==> config.mk <==
export PLATFORM = sky130hd
export DESIGN_NAME = zq_axi_rd_arbiter
export DESIGN_NICKNAME = d
export VERILOG_FILES = /design/src/rtl/zq_axi_rd_arbiter.sv
export SDC_FILE = /design/constraint.sdc
export NUM_CORES = 1
export LEC_CHECK = 0
export ABC_AREA = 1
export BUFFER_PORTS_ARGS = -buffer_cell sky130_fd_sc_hd__buf_2
export CORE_AREA = 3 3 124 126
export CTS_BUF_LIST = sky130_fd_sc_hd__clkbuf_4 sky130_fd_sc_hd__clkbuf_8
export DETAILED_ROUTE_END_ITERATION = 8
export DIE_AREA = 0 0 127 129
export PLACE_DENSITY = 0.62
export REMOVE_ABC_BUFFERS = 1
export SYNTH_ARGS = -nofsm -noshare
export SYNTH_HDL_FRONTEND = slang
export SYNTH_SLANG_ARGS = --single-unit
==> constraint.sdc <==
create_clock -name clk_core -period 2.71 [get_ports clk_core]
set_input_delay 0.813 -clock clk_core [delete_from_list [all_inputs] [get_ports clk_core]]
set_output_delay 0.813 -clock clk_core [all_outputs]
set_load 0.02 [all_outputs]
==> src/rtl/zq_axi_rd_arbiter.sv <==
// zq_axi_rd_arbiter: shares one AXI read master between display (port 0) and DMA (port 1) fetch.
// Default is fixed priority with starvation escape; define ZQ_ARB_RR_EN for round-robin selection.
module zq_axi_rd_arbiter #(
  parameter int P_MAX_OUT = 4,
  parameter int P_STARVE  = 16
) (
  input  logic        clk_core,
  input  logic        rst,
  input  logic        i_req_valid0,
  output logic        o_req_ready0,
  input  logic [31:0] i_req_addr0,
  input  logic [4:0]  i_req_len0,
  input  logic        i_req_valid1,
  output logic        o_req_ready1,
  input  logic [31:0] i_req_addr1,
  input  logic [4:0]  i_req_len1,
  output logic        o_rvalid0,
  output logic [63:0] o_rdata0,
  output logic        o_rlast0,
  input  logic        i_rready0,
  output logic        o_rvalid1,
  output logic [63:0] o_rdata1,
  output logic        o_rlast1,
  input  logic        i_rready1,
  output logic [2:0]  o_arid_m,
  output logic [31:0] o_araddr_m,
  output logic [4:0]  o_arlen_m,
  output logic        o_arvalid_m,
  input  logic        i_arready_m,
  input  logic [2:0]  i_rid_m,
  input  logic [63:0] i_rdata_m,
  input  logic        i_rlast_m,
  input  logic        i_rvalid_m,
  output logic        o_rready_m,
  output logic        o_err
);
  typedef enum logic {IDLE, ISSUE} state_t;
  localparam logic [2:0] MAX_OUT = 3'(P_MAX_OUT);
  localparam logic [8:0] GRACE   = 9'(2 * P_MAX_OUT * 32);
  state_t      state_q;
  logic        arvalid_q;
  logic [2:0]  arid_q;
  logic [31:0] araddr_q;
  logic [4:0]  arlen_q;
  logic [2:0]  out0_q, out1_q, out0_d, out1_d;
  logic [8:0]  grace_q;
  logic        err_q, err_d;
  logic        elig0, elig1, grant1, go, sel0, sel1, ar_hs, done0, done1, dec0, dec1;
`ifdef ZQ_ARB_RR_EN
  logic        last_q;
`else
  logic [7:0]  starve_q;
`endif
  assign elig0 = i_req_valid0 && (out0_q < MAX_OUT);
  assign elig1 = i_req_valid1 && (out1_q < MAX_OUT);
`ifdef ZQ_ARB_RR_EN
  assign grant1 = elig1 && (!elig0 || !last_q);
`else
  assign grant1 = elig1 && (!elig0 || starve_q >= 8'(P_STARVE));
`endif
  assign go           = !rst && state_q == IDLE && (elig0 || elig1);
  assign o_req_ready0 = go && !grant1;
  assign o_req_ready1 = go && grant1;
  assign sel0       = i_rid_m == 3'd0;
  assign sel1       = i_rid_m == 3'd1;
  assign o_rvalid0  = i_rvalid_m && sel0;
  assign o_rvalid1  = i_rvalid_m && sel1;
  assign o_rdata0   = i_rdata_m;
  assign o_rdata1   = i_rdata_m;
  assign o_rlast0   = i_rlast_m;
  assign o_rlast1   = i_rlast_m;
  // beats with an unknown ID are always accepted so the bus never stalls on them
  assign o_rready_m = sel0 ? i_rready0 : (sel1 ? i_rready1 : 1'b1);
  assign ar_hs = arvalid_q && i_arready_m;
  assign done0 = i_rvalid_m && o_rready_m && i_rlast_m && sel0;
  assign done1 = i_rvalid_m && o_rready_m && i_rlast_m && sel1;
  assign dec0  = done0 && out0_q != 3'd0;
  assign dec1  = done1 && out1_q != 3'd0;
  assign out0_d = out0_q + {2'b0, ar_hs && arid_q == 3'd0} - {2'b0, dec0};
  assign out1_d = out1_q + {2'b0, ar_hs && arid_q == 3'd1} - {2'b0, dec1};
  // stray completions right after reset belong to bursts issued before it
  assign err_d = err_q || (i_rvalid_m && !sel0 && !sel1) ||
                 (grace_q == 9'd0 && ((done0 && !dec0) || (done1 && !dec1)));
  always_ff @(posedge clk_core) begin
    if (rst) begin
      state_q   <= IDLE;
      arvalid_q <= 1'b0;
      arid_q    <= '0;
      araddr_q  <= '0;
      arlen_q   <= '0;
      out0_q    <= '0;
      out1_q    <= '0;
      err_q     <= 1'b0;
      grace_q   <= GRACE;
`ifdef ZQ_ARB_RR_EN
      last_q    <= 1'b1;
`else
      starve_q  <= '0;
`endif
    end else begin
      out0_q  <= out0_d;
      out1_q  <= out1_d;
      err_q   <= err_d;
      grace_q <= grace_q - {8'b0, grace_q != 9'd0};
      if (go) begin
        state_q   <= ISSUE;
        arvalid_q <= 1'b1;
        arid_q    <= {2'b0, grant1};
        araddr_q  <= grant1 ? i_req_addr1 : i_req_addr0;
        arlen_q   <= grant1 ? i_req_len1 : i_req_len0;
      end else if (ar_hs) begin
        state_q   <= IDLE;
        arvalid_q <= 1'b0;
      end
`ifdef ZQ_ARB_RR_EN
      if (go) last_q <= grant1;
`else
      starve_q <= (go && grant1) ? 8'd0 :
                  (elig1 && starve_q != 8'hff) ? starve_q + 8'd1 : starve_q;
`endif
    end
  end
  assign o_arvalid_m = arvalid_q;
  assign o_arid_m    = arid_q;
  assign o_araddr_m  = araddr_q;
  assign o_arlen_m   = arlen_q;
  assign o_err       = err_q;
endmodule
==> results of run 1 <==
[worst paths after layout]
path	end	slack, ns	from	cells past startpoint
worst min-delay path	starve_q[2]	0.47	starve_q[2]	2
worst max register to register	grace_q[4]	0.63	grace_q[3]	12
worst min register to register	starve_q[2]	0.47	starve_q[2]	2
worst max-delay path	o_rvalid0	0.13	i_rid_m[1]	8
[per-stage QoR]
stage	std cells	util (%)	TNS, ns	hold slack, ns
final	720	27.8	0	0.475
after global routing	720	27.8	0	0.513
after CTS	720	27.8	0	0.477
after detailed placement	705	26.3	-0.368	0.464
after global placement	705	26.3	-0.0153	0.467
after floorplan	382	-	-0.0396	0.442
[power by group through the flow]
stage	registers (W)	clock network (W)	logic, W
after floorplan	0.00115	0	0.000313
after global placement	0.00111	0	0.000571
after detailed placement	0.00111	0	0.000576
after CTS	0.00109	0.000955	0.000577
after global routing	0.00110	0.000993	0.000648
final	0.00109	0.000920	0.000574
[metal layers]
metal	global-route usage [%]	part of all wire, %
met1	18.5	29
met2	36.4	44
met3	25.0	23
met4	9.91	3.6
met5	10.9	1.1
[cells by family after synthesis]
logic type                 synth area share, %
AOI/OAI and AO/OA                         10.3
DFF                                       32.0
buffers and inverters                     32.1
and+or+nand+nor                           20.7
adders and majority gates                 3.55
other                                   0.0950
xor gates and xnor gates                  1.33
[layout make-up]
type / instances / area (sq um) / share of cell area, %
Inverter: 44 / 165 / 4.12
Multi-Input combinational cell: 275 / 1420 / 35.5
Timing Repair Buffer: 139 / 713 / 17.8
Clock inverter: 4 / 70.1 / 1.75
Sequential cell: 63 / 1260 / 31.5
Tap cell: 184 / 230 / 5.74
Clock buffer: 11 / 145 / 3.62
[flip-flops by register name (all words and copies together), names as in the netlist]
| signal | cells |
|---|---|
| o_araddr_m | 32 |
| grace_q | 9 |
| starve_q | 8 |
| o_arlen_m | 5 |
| out0_q | 3 |
| out1_q | 3 |
| o_arid_m | 1 |
| o_arvalid_m | 1 |
| o_err | 1 |
[critical path, cell delays in order]
cell	delay, ns
buf_2	0.10
nor2_1	0.18
inv_1	0.10
nor2_1	0.13
inv_1	0.07
buf_4	0.13
nor2_1	0.08
buf_2	0.17
[cells in the final DEF (no fill, tap or decap), drive strengths merged, types with 3 or more instances in the layout]
cell type	Yosys	routed
o21ai	8	8
nand2	100	100
nor3	4	4
nand4	4	4
a31oi	27	27
or2	3	3
xor2	6	6
a21boi	10	10
a21oi	24	24
buf	148	139
nand3	39	39
inv	44	44
nor2	35	35
clkbuf	4	11
ha	8	8
dfxtp	63	63
==> impl_metrics.py, run 1 <==
metrics = {
    "die": {
        "die_h_microns": 129,
        "fp.dieW_microns": 127,
        "core_area_sq_um": 14400,
        "core.rowCount": 44,
        "initial_core_util_pct": 27.4,
        "dieArea_sq_um": 16400,
        "num_io_pins": 327,
    },
    "synth": {
        "synthesis.area_sq_um": 3950,
        "syn-instance-count": 533,
        "synth_edf_count": 0,
        "yosysMostFrequentCell": "buf_4",
        "synthTopCellsByCount": "buf_4, nand2_1, dfxtp_1",
        "async_flop_share_pct": 0,
        "synth_seq_area_share_pct": 32.0,
        "synth_cell_type_count": 30,
        "ys_top_cells_by_area": "dfxtp_1, buf_4, nand2_1, nand3_1, a31oi_1",
        "yosys_warnings": 0,
        "avgSynthCellArea_sq_um": 7.40,
        "yosys_most_used_dff": "dfxtp_1",
        "ys_seq_elements": 63,
        "synth_top_cell_area_share_pct": 32.0,
        "synth_top_cell_by_area": "dfxtp_1",
    },
    "sta": {
        "skew_ns": 0.00913,
        "fmax_mhz": 388,
        "worst_pin_slew_ns": 0.662,
        "fin_crit_sh_pct": 95.1,
        "setup_violations": 0,
        "final_hold_viol_count": 0,
        "min_period_ns": 2.58,
        "rsz0062_at_grt": "no",
        "max_slew_margin_pct": 55.9,
        "maxSlewViolCount": 0,
        "worst_slack_ns": 0.134,
    },
    "global_routing": {
        "antenna_found_initial": 0,
        "grt_pass1_wl_mm": 26.1,
        "grtUsageTotal_pct": 23.4,
        "grt_pass1_vias": 3212,
        "grt_max_degree": 55,
        "overflow": 0,
    },
    "cells_and_area": {
        "n_fill_cell": 1627,
        "final_area_sq_um": 4010,
        "area_delta_synth_final_pct": 1.59,
        "n_antenna_cell": 0,
        "final_nets": 692,
        "drive_gt1_share_pct": 31.5,
    },
    "worst_setup_path": {
        "critical_path_class": "in -> out",
        "worstSetupEndpointType": "output port",
        "cp-start-kind": "input port",
        "worst-path-max-fanout": 3,
        "arrival_ns": 1.76,
        "critPathRequiredTime_ns": 1.90,
    },
    "power": {
        "power_frac_comb_pct": 22.2,
        "p_clk_share_pct": 35.6,
        "power.static_leakage_nw": 1.85,
        "p_seq_share_pct": 42.2,
        "ir_drop_v": 0.000268,
        "switchingPower_w": 0.000787,
        "total_power_w": 0.00258,
        "p_per_area_nw_per_um2": 644,
        "p_sw_share_pct": 30.5,
        "p_int_w": 0.00179,
    },
    "place": {
        "dp_slack_ns": -0.121,
        "place_area_sq_um": 3790,
        "gp_congestion": 0.891,
        "hpwl_mm": 16.5,
        "io_buffers": 132,
    },
    "run": {
        "maxCapViolCount": 0,
    },
    "clocking": {
        "clockRootBuffer": "clkbuf_8",
        "post_cts_buffers": 0,
        "htree_levels": 3,
        "cts.repair.resized": 0,
        "clkSinkCount": 63,
        "cts_buffer_depth": 2,
        "cts_buffers": 9,
        "clkLatencyLatePin_ns": 0.34,
        "cts_tree": "done",
        "postCtsHoldBufs": 0,
        "clkTransAtPathRegs_ns": 0.07,
    },
    "route": {
        "drt_wl_total_mm": 19.9,
        "wire_per_inst_microns": 27.6,
        "drt_iter0_drc": 164,
        "vias": 3458,
        "detail-route-antenna-nets": 0,
        "first_pass_iters": 5,
        "viasPerCell": 4.80,
        "drc": 0,
    },
    "worst_hold_path": {
        "hold_path.class": "reg -> reg",
    },
    "run_status": {
        "outcome": "finished clean",
    },
}
No activity file was read; power rests on OpenSTA's default activity.
==> run 2, diff against run 1 <==
--- a/config.mk
+++ b/config.mk
@@ -7,11 +7,12 @@
 export LEC_CHECK = 0
 export ABC_AREA = 1
 export BUFFER_PORTS_ARGS = -buffer_cell sky130_fd_sc_hd__buf_2
-export CORE_AREA = 3 3 124 126
+export CAP_MARGIN = 20
+export CORE_AREA = 3 3 126 128
 export CTS_BUF_LIST = sky130_fd_sc_hd__clkbuf_4 sky130_fd_sc_hd__clkbuf_8
 export DETAILED_ROUTE_END_ITERATION = 8
-export DIE_AREA = 0 0 127 129
-export PLACE_DENSITY = 0.62
+export DIE_AREA = 0 0 129 131
+export PLACE_DENSITY = 0.6
 export REMOVE_ABC_BUFFERS = 1
 export SYNTH_ARGS = -nofsm -noshare
 export SYNTH_HDL_FRONTEND = slang
==> run 2 against run 1 <==
  * Total power shrank 2.5%
  * First-iteration DRC count down 3.0%
  * Critical path depth is the same
  * Clock-buffer cell count increased by 1
==> impl_metrics.py, run 2 (synthesis results as in run 1) <==
metrics = {
    "sta": {
        "worst_slack_ns": 0.267,
        "setup_violations": 0,
        "maxSlewViolCount": 0,
        "max_slew_margin_pct": 57.4,
        "fin_crit_sh_pct": 90.2,
        "min_period_ns": 2.44,
        "worst_pin_slew_ns": 0.639,
        "skew_ns": 0.00690,
        "fmax_mhz": 409,
        "rsz0062_at_grt": "no",
        "final_hold_viol_count": 0,
        "hold_slack_ns": 0.477,
    },
    "global_routing": {
        "overflow": 0,
        "grt_max_degree": 55,
        "grtUsageTotal_pct": 22.6,
        "grt_pass1_vias": 3091,
        "grt_pass1_wl_mm": 25.6,
        "antenna_found_initial": 0,
    },
    "power": {
        "power.static_leakage_nw": 1.84,
        "p_per_area_nw_per_um2": 628,
        "ir_drop_v": 0.000224,
    },
    "cells_and_area": {
        "final_cell_mix": "buf_2, nand2_1, dfxtp_1",
        "area_delta_synth_final_pct": 1.59,
        "n_fill_cell": 1708,
        "final_util_pct": 26.8,
        "drive_gt1_share_pct": 31.7,
        "n_antenna_cell": 0,
        "largest_register_ffs": 32,
        "mostFrequentLayoutCell": "buf_2",
        "final_nets": 692,
    },
    "die": {
        "core_area_sq_um": 15000,
        "core.rowCount": 45,
        "initial_core_util_pct": 26.3,
        "die_h_microns": 131,
        "fp.dieW_microns": 129,
        "dieArea_sq_um": 16900,
        "num_io_pins": 327,
    },
    "route": {
        "detail-route-antenna-nets": 0,
        "drc": 0,
        "vias": 3429,
        "viasPerCell": 4.73,
        "first_pass_iters": 4,
        "drt_wl_total_mm": 19.6,
        "wire_per_inst_microns": 27.0,
        "drt_iter0_drc": 159,
    },
    "run": {
        "maxCapViolCount": 0,
    },
    "worst_setup_path": {
        "cp_slowest_cell": "buf_2",
        "critPathRequiredTime_ns": 1.90,
        "cp-start-kind": "input port",
        "path_buf_inv": 4,
        "critPathTopFamily": "simple AND/OR/NAND/NOR gates",
        "path_cells": "buf_2 -> inv_1 -> nor2_1 -> nand4_1 -> nand2_2 -> inv_2 -> nor2_2 -> buf_2",
        "worst-path-max-fanout": 3,
        "arrival_ns": 1.63,
        "worstSetupEndpointType": "output port",
        "critical_path_class": "in -> out",
        "crit_path_max_incr_delay_ns": 0.18,
        "crit_top_cell": "buf_2",
    },
    "clocking": {
        "clkLatencyLatePin_ns": 0.36,
        "clkTransAtPathRegs_ns": 0.07,
        "cts_buffer_depth": 2,
        "clkSinkCount": 63,
        "cts_tree": "done",
        "htree_levels": 3,
        "cts.repair.resized": 0,
        "cts_buffers": 9,
        "clockRootBuffer": "clkbuf_8",
        "post_cts_buffers": 0,
        "postCtsHoldBufs": 0,
    },
    "place": {
        "hpwl_mm": 16.3,
        "dp_slack_ns": -0.0261,
        "io_buffers": 132,
        "gp_congestion": 0.892,
    },
    "worst_hold_path": {
        "hold_path.class": "reg -> reg",
    },
    "run_status": {
        "outcome": "finished clean",
    },
}
## run 2: changes by cell type in the layout (fill, tap and decap cells not counted)
cell / delta
bufinv_16: -1
clkinv_2: +1
clkbuf_4: +1
buf_4: -1
buf_12: +1
## run 2: worst paths after layout
| kind | start | slack (ns) | cells past startpoint | end |
|---|---|---|---|---|
| min reg2reg | starve_q[2] | 0.48 | 2 | starve_q[2] |
| min | starve_q[2] | 0.48 | 2 | starve_q[2] |
| max reg2reg | grace_q[3] | 0.67 | 12 | grace_q[4] |
| max | i_req_valid0 | 0.27 | 8 | o_req_ready0 |
## run 2: power breakdown
group	internal (W)	leakage, nW	total (W)	switching, W
Sequential	0.00102	0.516	0.00109	0.0000629
Clock	0.000466	0.107	0.000850	0.000384
Combinational	0.000230	1.22	0.000580	0.000350
## run 2: area by class of cell
type / count / area (sq um) / area share (%)
Clock inverter: 4 / 45.0 / 1.12
Tap cell: 188 / 235 / 5.87
Timing Repair Buffer: 139 / 726 / 18.1
Multi-Input combinational cell: 275 / 1420 / 35.5
Clock buffer: 12 / 153 / 3.81
Sequential cell: 63 / 1260 / 31.5
Inverter: 44 / 165 / 4.12
## run 2: worst min-delay path: cells and delay by family (launching register included)
family	cells	cell delay [ns]
flops	1	0.31
compound gates	1	0.06
buf+inv	1	0.07
## run 2: per-stage QoR
step                      cells  setup TNS (ns)  area [sq um]  total power, W
after floorplan             382         -0.0396          2850         0.00146
after detailed placement    709         -0.0746          3810         0.00169
final                       725               0          4010         0.00252
after global routing        725               0          4010         0.00270
after global placement      709               0          3810         0.00169
after CTS                   725               0          4010         0.00257
## run 2: metal layers
metal | wire, microns | up-vias | global-route usage [%]
met4 | 747 | 8 | 8.46
met5 | 283 | - | 14.1
met1 | 5690 | 1460 | 18.5
met3 | 4750 | 40 | 26.0
met2 | 8140 | 352 | 32.9
li1 | - | 1569 | -
